`config.mk`:
```
export PLATFORM = sky130hd
export DESIGN_NAME = multicycle_control
export DESIGN_NICKNAME = d
export VERILOG_FILES = /design/src/rtl/ctrl_pkg.sv /design/src/rtl/multicycle_control_decode.sv /design/src/rtl/multicycle_control.sv
export SDC_FILE = /design/constraint.sdc
export NUM_CORES = 1
export LEC_CHECK = 0
export CAP_MARGIN = 40
export CORE_MARGIN = 3
export CORE_UTILIZATION = 43
export DETAILED_ROUTE_END_ITERATION = 8
export PLACE_DENSITY = 0.85
export SETUP_SLACK_MARGIN = 0.02
export SLEW_MARGIN = 25
export SYNTH_ARGS = -nofsm -noshare
export SYNTH_HDL_FRONTEND = slang
export SYNTH_SLANG_ARGS = --single-unit
export TNS_END_PERCENT = 5
```
`constraint.sdc`:
```
create_clock -name clk -period 2.5 [get_ports clk]
set_input_delay 0.5 -clock clk [delete_from_list [all_inputs] [get_ports clk]]
set_output_delay 0.5 -clock clk [all_outputs]
set_load 0.005 [all_outputs]
```
`src/rtl/ctrl_pkg.sv`:
```
// Shared opcodes, state encoding and decoded-field bundle for the
// multi-cycle RV32I control unit.
package ctrl_pkg;

    localparam logic [6:0] OP_R      = 7'b0110011;
    localparam logic [6:0] OP_I      = 7'b0010011;
    localparam logic [6:0] OP_LOAD   = 7'b0000011;
    localparam logic [6:0] OP_STORE  = 7'b0100011;
    localparam logic [6:0] OP_BRANCH = 7'b1100011;
    localparam logic [6:0] OP_LUI    = 7'b0110111;
    localparam logic [6:0] OP_AUIPC  = 7'b0010111;
    localparam logic [6:0] OP_JAL    = 7'b1101111;
    localparam logic [6:0] OP_JALR   = 7'b1100111;

    localparam logic [31:0] IR_NOP = 32'h0000_0013;

    typedef enum logic [2:0] {
        S_FETCH   = 3'b000,
        S_DECODE  = 3'b001,
        S_EXECUTE = 3'b010,
        S_MEM     = 3'b011,
        S_WB      = 3'b100,
        S_TRAP    = 3'b101
    } state_t;

    localparam logic [2:0] IMM_I = 3'b000;
    localparam logic [2:0] IMM_S = 3'b001;
    localparam logic [2:0] IMM_B = 3'b010;
    localparam logic [2:0] IMM_U = 3'b011;
    localparam logic [2:0] IMM_J = 3'b100;

    localparam logic [1:0] WB_MEM = 2'b00;
    localparam logic [1:0] WB_ALU = 2'b01;
    localparam logic [1:0] WB_PC4 = 2'b10;

    localparam logic [3:0] ALU_ADD   = 4'b0000;
    localparam logic [3:0] ALU_PASSB = 4'b1111;

    typedef struct packed {
        logic [2:0] immsel;
        logic [3:0] alusel;
        logic       src1;
        logic       src2;
        logic       brun;
        logic [2:0] ldu;
        logic [1:0] wbsel;
        logic       memrw;
        logic       is_wb;
        logic       is_jump;
        logic       is_load;
        logic       is_store;
        logic       is_branch;
    } dec_t;

    // funct3[2] picks the less-than compare, funct3[0] inverts it
    function automatic logic br_taken(
        input logic [2:0] f3,
        input logic       breq,
        input logic       brlt
    );
        return f3[2] ? (brlt ^ f3[0]) : (breq ^ f3[0]);
    endfunction

endpackage

```
`src/rtl/multicycle_control_decode.sv`:
```
// Combinational field decode of the latched instruction register.
// Fields not meaningful for an opcode stay at their idle values.
module ctrl_decode
    import ctrl_pkg::*;
(
    input  logic [31:0] ir,
    output dec_t        dec
);

    logic [6:0] op;
    logic [2:0] f3;
    logic       f7b;
    logic       unused_ir;

    assign op  = ir[6:0];
    assign f3  = ir[14:12];
    assign f7b = ir[30];
    assign unused_ir = ^{ir[31], ir[29:15], ir[11:7]};

    always_comb begin
        dec        = '0;
        dec.immsel = IMM_I;
        dec.alusel = ALU_ADD;
        dec.wbsel  = WB_ALU;
        unique case (1'b1)
            op == OP_R: begin
                dec.alusel = {f7b, f3};
                dec.is_wb  = 1'b1;
            end
            op == OP_I: begin
                dec.alusel = {(f3 == 3'b101) & f7b, f3};
                dec.src2   = 1'b1;
                dec.is_wb  = 1'b1;
            end
            op == OP_LOAD: begin
                dec.src2    = 1'b1;
                dec.ldu     = f3;
                dec.wbsel   = WB_MEM;
                dec.is_load = 1'b1;
            end
            op == OP_STORE: begin
                dec.immsel   = IMM_S;
                dec.src2     = 1'b1;
                dec.memrw    = 1'b1;
                dec.is_store = 1'b1;
            end
            op == OP_BRANCH: begin
                dec.immsel    = IMM_B;
                dec.src1      = 1'b1;
                dec.src2      = 1'b1;
                dec.brun      = f3[1];
                dec.is_branch = 1'b1;
            end
            op == OP_LUI: begin
                dec.immsel = IMM_U;
                dec.alusel = ALU_PASSB;
                dec.src2   = 1'b1;
                dec.is_wb  = 1'b1;
            end
            op == OP_AUIPC: begin
                dec.immsel = IMM_U;
                dec.src1   = 1'b1;
                dec.src2   = 1'b1;
                dec.is_wb  = 1'b1;
            end
            op == OP_JAL: begin
                dec.immsel  = IMM_J;
                dec.src1    = 1'b1;
                dec.src2    = 1'b1;
                dec.wbsel   = WB_PC4;
                dec.is_wb   = 1'b1;
                dec.is_jump = 1'b1;
            end
            op == OP_JALR: begin
                dec.src2    = 1'b1;
                dec.wbsel   = WB_PC4;
                dec.is_wb   = 1'b1;
                dec.is_jump = 1'b1;
            end
            default: ;
        endcase
    end

endmodule

```
`src/rtl/multicycle_control.sv`:
```
// Multi-cycle RV32I control FSM: FETCH/DECODE/EXECUTE/MEM/WB/TRAP.
// Define CTRL_ILLEGAL_TRAP_EN to trap on unknown opcodes.
module multicycle_control
    import ctrl_pkg::*;
#(
    parameter int XLEN        = 32,
    parameter int MEM_TIMEOUT = 15
) (
    input  logic            clk,
    input  logic            rst_n,
    input  logic [XLEN-1:0] instr,
    input  logic            instr_valid,
    input  logic            BrEq,
    input  logic            BrLT,
    input  logic            mem_ready,
    output logic            IRWEn,
    output logic            PCWEn,
    output logic            PCSel,
    output logic            RegWEn,
    output logic [2:0]      ImmSel,
    output logic [3:0]      AluSEL,
    output logic            ALUsrc1,
    output logic            ALUsrc2,
    output logic            BrUn,
    output logic            MemReq,
    output logic            MemRw,
    output logic [2:0]      ldU,
    output logic [1:0]      WBSel,
    output logic [2:0]      state,
    output logic            illegal,
    output logic            mem_err
);

    localparam int CW = $clog2(MEM_TIMEOUT + 1);
    localparam logic [CW-1:0] CNT_LAST = CW'(MEM_TIMEOUT - 1);

    state_t          state_q;
    state_t          state_d;
    logic [XLEN-1:0] ir;
    logic            ir_ok;
    logic [CW-1:0]   cnt;
    logic            illegal_q;
    logic            mem_err_q;
    logic            set_ill;
    logic            set_merr;
    logic            cnt_inc;
    dec_t            dec_raw;
    dec_t            dec;

    ctrl_decode u_decode (
        .ir  (ir),
        .dec (dec_raw)
    );

    // Until the first fetch the reset NOP is shown as idle fields
    always_comb begin
        dec = dec_raw;
        if (!ir_ok) begin
            dec       = '0;
            dec.wbsel = WB_ALU;
        end
    end

    always_comb begin
        state_d  = state_q;
        IRWEn    = 1'b0;
        PCWEn    = 1'b0;
        PCSel    = 1'b0;
        RegWEn   = 1'b0;
        MemReq   = 1'b0;
        set_ill  = 1'b0;
        set_merr = 1'b0;
        cnt_inc  = 1'b0;
        unique case (state_q)
            S_FETCH: begin
                if (instr_valid && rst_n) begin
                    IRWEn   = 1'b1;
                    state_d = S_DECODE;
                end
            end
            S_DECODE: state_d = S_EXECUTE;
            S_EXECUTE: begin
                unique case (1'b1)
                    dec.is_branch: begin
                        PCWEn   = 1'b1;
                        PCSel   = br_taken(ir[14:12], BrEq, BrLT);
                        state_d = S_FETCH;
                    end
                    dec.is_load | dec.is_store: state_d = S_MEM;
                    dec.is_wb: state_d = S_WB;
                    default: begin
`ifdef CTRL_ILLEGAL_TRAP_EN
                        set_ill = 1'b1;
                        state_d = S_TRAP;
`else
                        PCWEn   = 1'b1;
                        state_d = S_FETCH;
`endif
                    end
                endcase
            end
            S_MEM: begin
                MemReq = 1'b1;
                if (mem_ready) begin
                    if (dec.is_load) begin
                        state_d = S_WB;
                    end else begin
                        PCWEn   = 1'b1;
                        state_d = S_FETCH;
                    end
                end else if (cnt == CNT_LAST) begin
                    set_merr = 1'b1;
                    state_d  = S_TRAP;
                end else begin
                    cnt_inc = 1'b1;
                end
            end
            S_WB: begin
                RegWEn  = 1'b1;
                PCWEn   = 1'b1;
                PCSel   = dec.is_jump;
                state_d = S_FETCH;
            end
            S_TRAP: ;
            default: state_d = S_FETCH;
        endcase
    end

    always_ff @(posedge clk or negedge rst_n) begin
        if (!rst_n) begin
            state_q   <= S_FETCH;
            ir        <= IR_NOP;
            ir_ok     <= 1'b0;
            cnt       <= '0;
            illegal_q <= 1'b0;
            mem_err_q <= 1'b0;
        end else begin
            state_q <= state_d;
            if (IRWEn) begin
                ir    <= instr;
                ir_ok <= 1'b1;
            end
            if (state_d != S_MEM) begin
                cnt <= '0;
            end else if (cnt_inc) begin
                cnt <= cnt + 1'b1;
            end
            illegal_q <= illegal_q | set_ill;
            mem_err_q <= mem_err_q | set_merr;
        end
    end

    assign ImmSel  = dec.immsel;
    assign AluSEL  = dec.alusel;
    assign ALUsrc1 = dec.src1;
    assign ALUsrc2 = dec.src2;
    assign BrUn    = dec.brun;
    assign ldU     = dec.ldu;
    assign WBSel   = dec.wbsel;
    assign MemRw   = dec.memrw;
    assign state   = state_q;
    assign illegal = illegal_q;
    assign mem_err = mem_err_q;

endmodule

```
==> summary.txt, run 1 <==
Synth Area in Simple Gates: 32.0%
WS Path Type: reg -> out
Final min period: 2660 ps
Worst-case clock buffer depth: 2
Post-synthesis cell type count: 42
Critical Path Fanout Max: 4
Hold Crit Class: reg -> reg
Post-Synth Adder-Cell Area: 1.97%
Worst setup path start: ir[1]
Antenna-violating nets left: 0
Synthesized cell area: 1270 sq um
Main synth FF type: dfrtp_1
Number of flops mapped to enable cells by yosys: 0
GRT overflow: 0
DP Cell Count: 201
Final Hold Vio Count: 0
Die W: 60.3 um
Layout cells sized above 1: 21.7%
Area Overhead vs Synth: 47.6%
PwrDens: 358 nW/um^2
Type of origin of the critical path: flop
Final Util: 67.3%
Overall power: 0.671 mW
Vias: 1209
Final worst clock skew: 1.70 ps
Initial Utilization: 45.6%
P_leak: 0.862 nW
MaxCap Viol Count: 0
CP Cell Sequence: nand2_2 -> nor4b_4 -> nand2_2 -> a21boi_2 -> clkdlybuf4s50_1
Core area: 2780 sq um
IO Pins: 64
RSZ-0062 raised after global routing: yes
Final worst path period share: 107%
Root Buffer: clkbuf_4
Clock-pin slew on the worst setup and hold paths: 110 ps
Yosys reg bits: 20
XOR/XNOR Fraction of Synth Area: 0.690%
Failing checks: setup timing
Gpl congestion: 0.872
Full die area: 3640 sq um
Max Slew Vio Count: 0
Global-route wire length before repair: 5450 um
Clock sinks: 20
Peak supply drop: 0.415 mV
Cts bufs inserted: 3
# diodes: 0
CTS tree: done
Nets@finish: 221
Initial antenna violation count: 0
Synthesis warning total: 0
Worst EP required: 2000 ps
Post-route insts no fill: 211
Ys async rst share: 100%
Initial DRT Pass Iterations: 4
Largest net degree at the start of global routing: 21
Initial DRC Count: 63
F_max: 376 MHz
Reg2reg start: ir[0]
Sequential area share after synthesis: 39.7%
Detailed placement HPWL: 2610 um
Mean Syn Cell Area: 9.99 sq um
Syn nets: 167
Final wirelength: 3640 um
Most used cell, CP: nand2_2
Drt wl/cell: 17.2 um
Final WS setup: -163 ps
Total track usage: 20.5%
CP max stage delay: 600 ps
Vias/cell: 5.73
Clock insertion delay at the later pin of the skew report: 300 ps
Hold Crit Start: mem_err
Pre-CTS setup slack: 42.4 ps
Vias in the first global route: 1149
Compound-Gate Fraction of Synth Area: 10.2%
Port bufs: 41
Status: complete, but fails checks
DRC: 0
Endpoint type of the worst setup path: output port
Setup Viol. Count Final: 6
WP data arrival: 2160 ps
Std cell rows: 19
Mux contribution to synthesized area: 11.3%
Main combinational cell family by area after synthesis: simple AND/OR/NAND/NOR gates
Slowest CP cell: dfstp_2
Synth Instances: 127
Chip Height: 60.3 um
H-tree depth: 1
==> worst max-delay path, delay by kind of cell (launching register included) <==
kind,cells,cell delay [ps]
flip-flops,1,600
buffers and inverters,1,510
AO/OA/AOI/OAI,1,140
AND/OR/NAND/NOR,3,610
==> power by group <==
part | internal (mW) | switching [mW]
clock | 0.162 | 0.101
sequential | 0.333 | 0.00881
combinational | 0.0386 | 0.0280
total | 0.533 | 0.138
==> registers in the layout (all words and copies together) (netlist names) <==
| signal | count |
|---|---|
| ir | 11 |
| cnt | 4 |
| state | 3 |
| ir_ok | 1 |
| mem_err | 1 |
==> worst paths after layout <==
kind	end	slack, ps	depth (start not counted)
max reg2reg	state[2]	760	6
min in group asynchronous	ir[30]	550	2
min reg2reg	mem_err	510	1
max in group asynchronous	ir[4]	1680	2
min	mem_err	510	1
max	AluSEL[2]	-160	5
==> cells by family (layout without fill, tap and decap cells) <==
group	Yosys count	after routing
buf+inv	11	64
fa+ha+maj	2	2
compound gates	19	19
simple gates	60	60
other cells	1	1
flops	20	20
xor+xnor	1	1
mux	13	13
==> Yosys cell counts (all sizes together), types with 4 or more instances <==
cell | count | share of area [%]
nand3 | 4 | 1.6
and3 | 4 | 2.0
dfrtp | 17 | 34
nand2 | 14 | 4.1
o21ai | 5 | 2.0
inv | 6 | 1.8
buf | 4 | 1.8
nand2b | 5 | 2.5
nor2 | 10 | 3.0
a21boi | 4 | 2.4
mux2 | 11 | 9.8
==> per-layer routing <==
metal / up-vias / global-route usage, % / wire length, um
li1: 557 / - / -
met1: 596 / 24.0 / 1380
met2: 44 / 36.6 / 2000
met3: 12 / 3.67 / 173
met4: 0 / 8.54 / 91
met5: - / 0 / 0
==> timing repair <==
| item | CTS | global route |
|---|---|---|
| hold endpoints to repair | 0 | 0 |
| pin swaps | 7 | 2 |
| buffers inserted | 1 | 5 |
| resized for setup | 18 | 13 |
| endpoints found under the setup margin | 16 | 17 |
| hold buffers | 0 | 0 |
==> through the flow <==
step / hold slack (ps) / area, sq um / TNS (ps)
final: 505 / 1870 / -456
after global placement: 456 / 1740 / 0
after global routing: 514 / 1870 / -1270
after CTS: 512 / 1800 / -819
after floorplan: 204 / 1270 / 0
after detailed placement: 474 / 1740 / 0
==> cells in the final DEF (no fill, tap or decap), types with 2 or more instances in the layout <==
master           instances
clkdlybuf4s50_1         29
dfrtp_1                 16
buf_4                   13
nand2_1                 12
mux2_1                  11
nor2_1                   8
dlygate4sd2_1            7
inv_1                    6
nand2b_1                 4
nand3_1                  4
nor4_4                   3
or3_1                    3
and3_1                   3
a21oi_1                  3
a21boi_1                 3
and2_1                   3
o21ai_1                  3
clkbuf_4                 3
dfstp_2                  3
nor2b_1                  2
o21ai_0                  2
nand2_2                  2
mux2i_1                  2
ha_1                     2
dlymetal6s2s_1           2
==> layout make-up <==
class                   instances  area, sq um
clock buffers                   3         22.5
flip-flops and latches         20          505
inverters                       6         22.5
multi-input cells              96          759
fillers                       203          908
well taps                      31         38.8
repair buffers                 54          494
clock inverters                 1         30.0
No activity file was read; power rests on OpenSTA's default activity.
==> run 2, diff against run 1 <==
Settings changed: CTS_CLUSTER_DIAMETER set to 150, REMOVE_ABC_BUFFERS set to 1.
==> summary.txt, run 2 (synthesis results as in run 1) <==
P_leak: 0.849 nW (was 0.862 nW)
Antenna-violating nets left: 0 (unchanged)
Global-route wire length before repair: 5420 um (was 5450 um)
Clock insertion delay at the later pin of the skew report: 310 ps (was 300 ps)
Commonest cells after routing, fill and taps aside: clkdlybuf4s50_1, dfrtp_1, nand2_1, mux2_1, buf_4 (was clkdlybuf4s50_1, dfrtp_1, buf_4)
WP data arrival: 2140 ps (was 2160 ps)
Port bufs: 41 (unchanged)
Failing checks: setup timing (unchanged)
Pre-CTS setup slack: 23.1 ps (was 42.4 ps)
Area Overhead vs Synth: 46.3% (was 47.6%)
Vias/cell: 5.70 (was 5.73)
# diodes: 0 (unchanged)
Final Hold Vio Count: 0 (unchanged)
Root Buffer: clkbuf_4 (unchanged)
Fin Hold WS: 489 ps (was 505 ps)
WP buf/inv: 3 (was 1)
Final WS setup: -139 ps (was -163 ps)
Nets@finish: 219 (was 221)
DP Cell Count: 202 (was 201)
MaxCap Viol Count: 0 (unchanged)
RSZ-0062 raised after global routing: yes (unchanged)
R2r worst-path depth: 6 (unchanged)
Peak supply drop: 0.310 mV (was 0.415 mV)
CP max stage delay: 600 ps (about the same)
H-tree depth: 1 (unchanged)
Vias in the first global route: 1141 (was 1149)
Cell family with most CP delay: flip-flops (was simple AND/OR/NAND/NOR gates)
IO Pins: 64 (unchanged)
Detailed placement HPWL: 2550 um (was 2610 um)
Setup Viol. Count Final: 8 (was 6)
Gpl congestion: 0.892 (was 0.872)
WS Path Type: reg -> out (unchanged)
Switching share of total power: 24.0% (was 20.5%)
Most common cell after layout, fill and taps aside: clkdlybuf4s50_1 (unchanged)
F_max: 379 MHz (was 376 MHz)
CP Cell Sequence: nand2_2 -> nor4b_4 -> buf_4 -> buf_4 -> nand2_2 -> a21boi_1 -> clkdlybuf4s15_2 (was nand2_2 -> nor4b_4 -> nand2_2 -> a21boi_2 -> clkdlybuf4s50_1)
Vias: 1192 (was 1209)
Slowest CP cell: dfstp_2 (unchanged)
Layout cells sized above 1: 25.3% (was 21.7%)
Int Pwr: 0.461 mW (was 0.533 mW)
Chip Height: 60.3 um (unchanged)
Setup TNS: -481 ps (was -456 ps)
Core area: 2780 sq um (unchanged)
Full die area: 3640 sq um (unchanged)
PwrDens: 327 nW/um^2 (was 358 nW/um^2)
Cts bufs inserted: 3 (unchanged)
Worst EP required: 2000 ps (about the same)
Largest net degree at the start of global routing: 21 (unchanged)
Largest Register: ir (unchanged)
Final worst path period share: 106% (was 107%)
Worst-case clock buffer depth: 2 (unchanged)
CTS tree: done (unchanged)
Power share of the clock group: 32.6% (was 39.2%)
Critical Path Fanout Max: 4 (unchanged)
Status: complete, but fails checks (unchanged)
Part of the power in registers: 56.7% (was 50.9%)
Initial antenna violation count: 0 (unchanged)
Total track usage: 20.2% (was 20.5%)
Clock sinks: 20 (unchanged)
Cell Area, Placed: 1750 sq um (was 1740 sq um)
Std cell rows: 19 (unchanged)
Initial DRC Count: 62 (was 63)
Final wirelength: 3670 um (was 3640 um)
Endpoint type of the worst setup path: output port (unchanged)
GRT overflow: 0 (unchanged)
Largest register FFs: 11 (unchanged)
Final Util: 66.7% (was 67.3%)
Finished layout cell area: 1860 sq um (was 1870 sq um)
Type of origin of the critical path: flop (unchanged)
Initial Utilization: 45.6% (unchanged)
Max Slew Vio Count: 0 (unchanged)
Final min period: 2640 ps (was 2660 ps)
Cell depth of the worst setup path: 7 (was 5)
DRC: 0 (unchanged)
Fill count: 211 (was 203)
Final worst clock skew: 7.76 ps (was 1.70 ps)
Overall power: 0.606 mW (was 0.671 mW)
Initial DRT Pass Iterations: 4 (unchanged)
Comb pwr share: 10.6% (was 9.9%)
NetSw: 0.145 mW (was 0.138 mW)
Die W: 60.3 um (unchanged)
Drt wl/cell: 17.5 um (was 17.2 um)
Hold depth: 1 (unchanged)
Clock-pin slew on the worst setup and hold paths: 120 ps (was 110 ps)
Post-route insts no fill: 209 (was 211)
Hold Crit Class: reg -> reg (unchanged)
[run 2: timing repair]
action	4_1_cts	5_1_grt
hold buffers	0	0
setup buffers	2	1
hold endpoints to repair	0	0
setup endpoints to repair	16	16
gates resized for setup	23	18
pin swaps	6	3
[run 2: power by group through the flow]
stage / sequential, mW / combinational (mW) / clock, mW
2_1_floorplan: 0.348 / 0.0173 / 0
3_3_place_gp: 0.347 / 0.0584 / 0
3_5_place_dp: 0.348 / 0.0596 / 0
4_1_cts: 0.343 / 0.0636 / 0.199
5_1_grt: 0.345 / 0.0692 / 0.214
6_report: 0.344 / 0.0645 / 0.198
[run 2: area by class of cell]
type	instances	area, sq um	area share [%]
well taps	31	38.8	2.09
clock buffers	4	36.3	1.96
multi-input cells	96	777	41.9
flip-flops and latches	20	505	27.2
repair buffers	52	475	25.6
inverters	6	22.5	1.21
[run 2: worst paths after layout]
path / from / end / slack [ps]
max in group asynchronous: rst_n / ir[4] / 1640
setup reg to reg: ir[0] / state[2] / 730
setup / recovery: ir[0] / AluSEL[1] / -140
min in group asynchronous: rst_n / ir[2] / 580
hold / removal: mem_err / mem_err / 490
hold reg to reg: mem_err / mem_err / 490
[run 2: routing by layer]
metal	routed length (um)	global-route usage, %	up-vias
li1	-	-	552
met4	29	6.96	0
met1	1390	24.4	594
met5	0	0	-
met2	2070	36.1	42
met3	176	3.24	4
==> run 3, diff against run 2 <==
Settings changed: ABC_CLOCK_PERIOD_IN_PS set to 2500.
==> results of run 3 <==
Same layout as run 2: the final DEF is identical, and so are final timing and power.
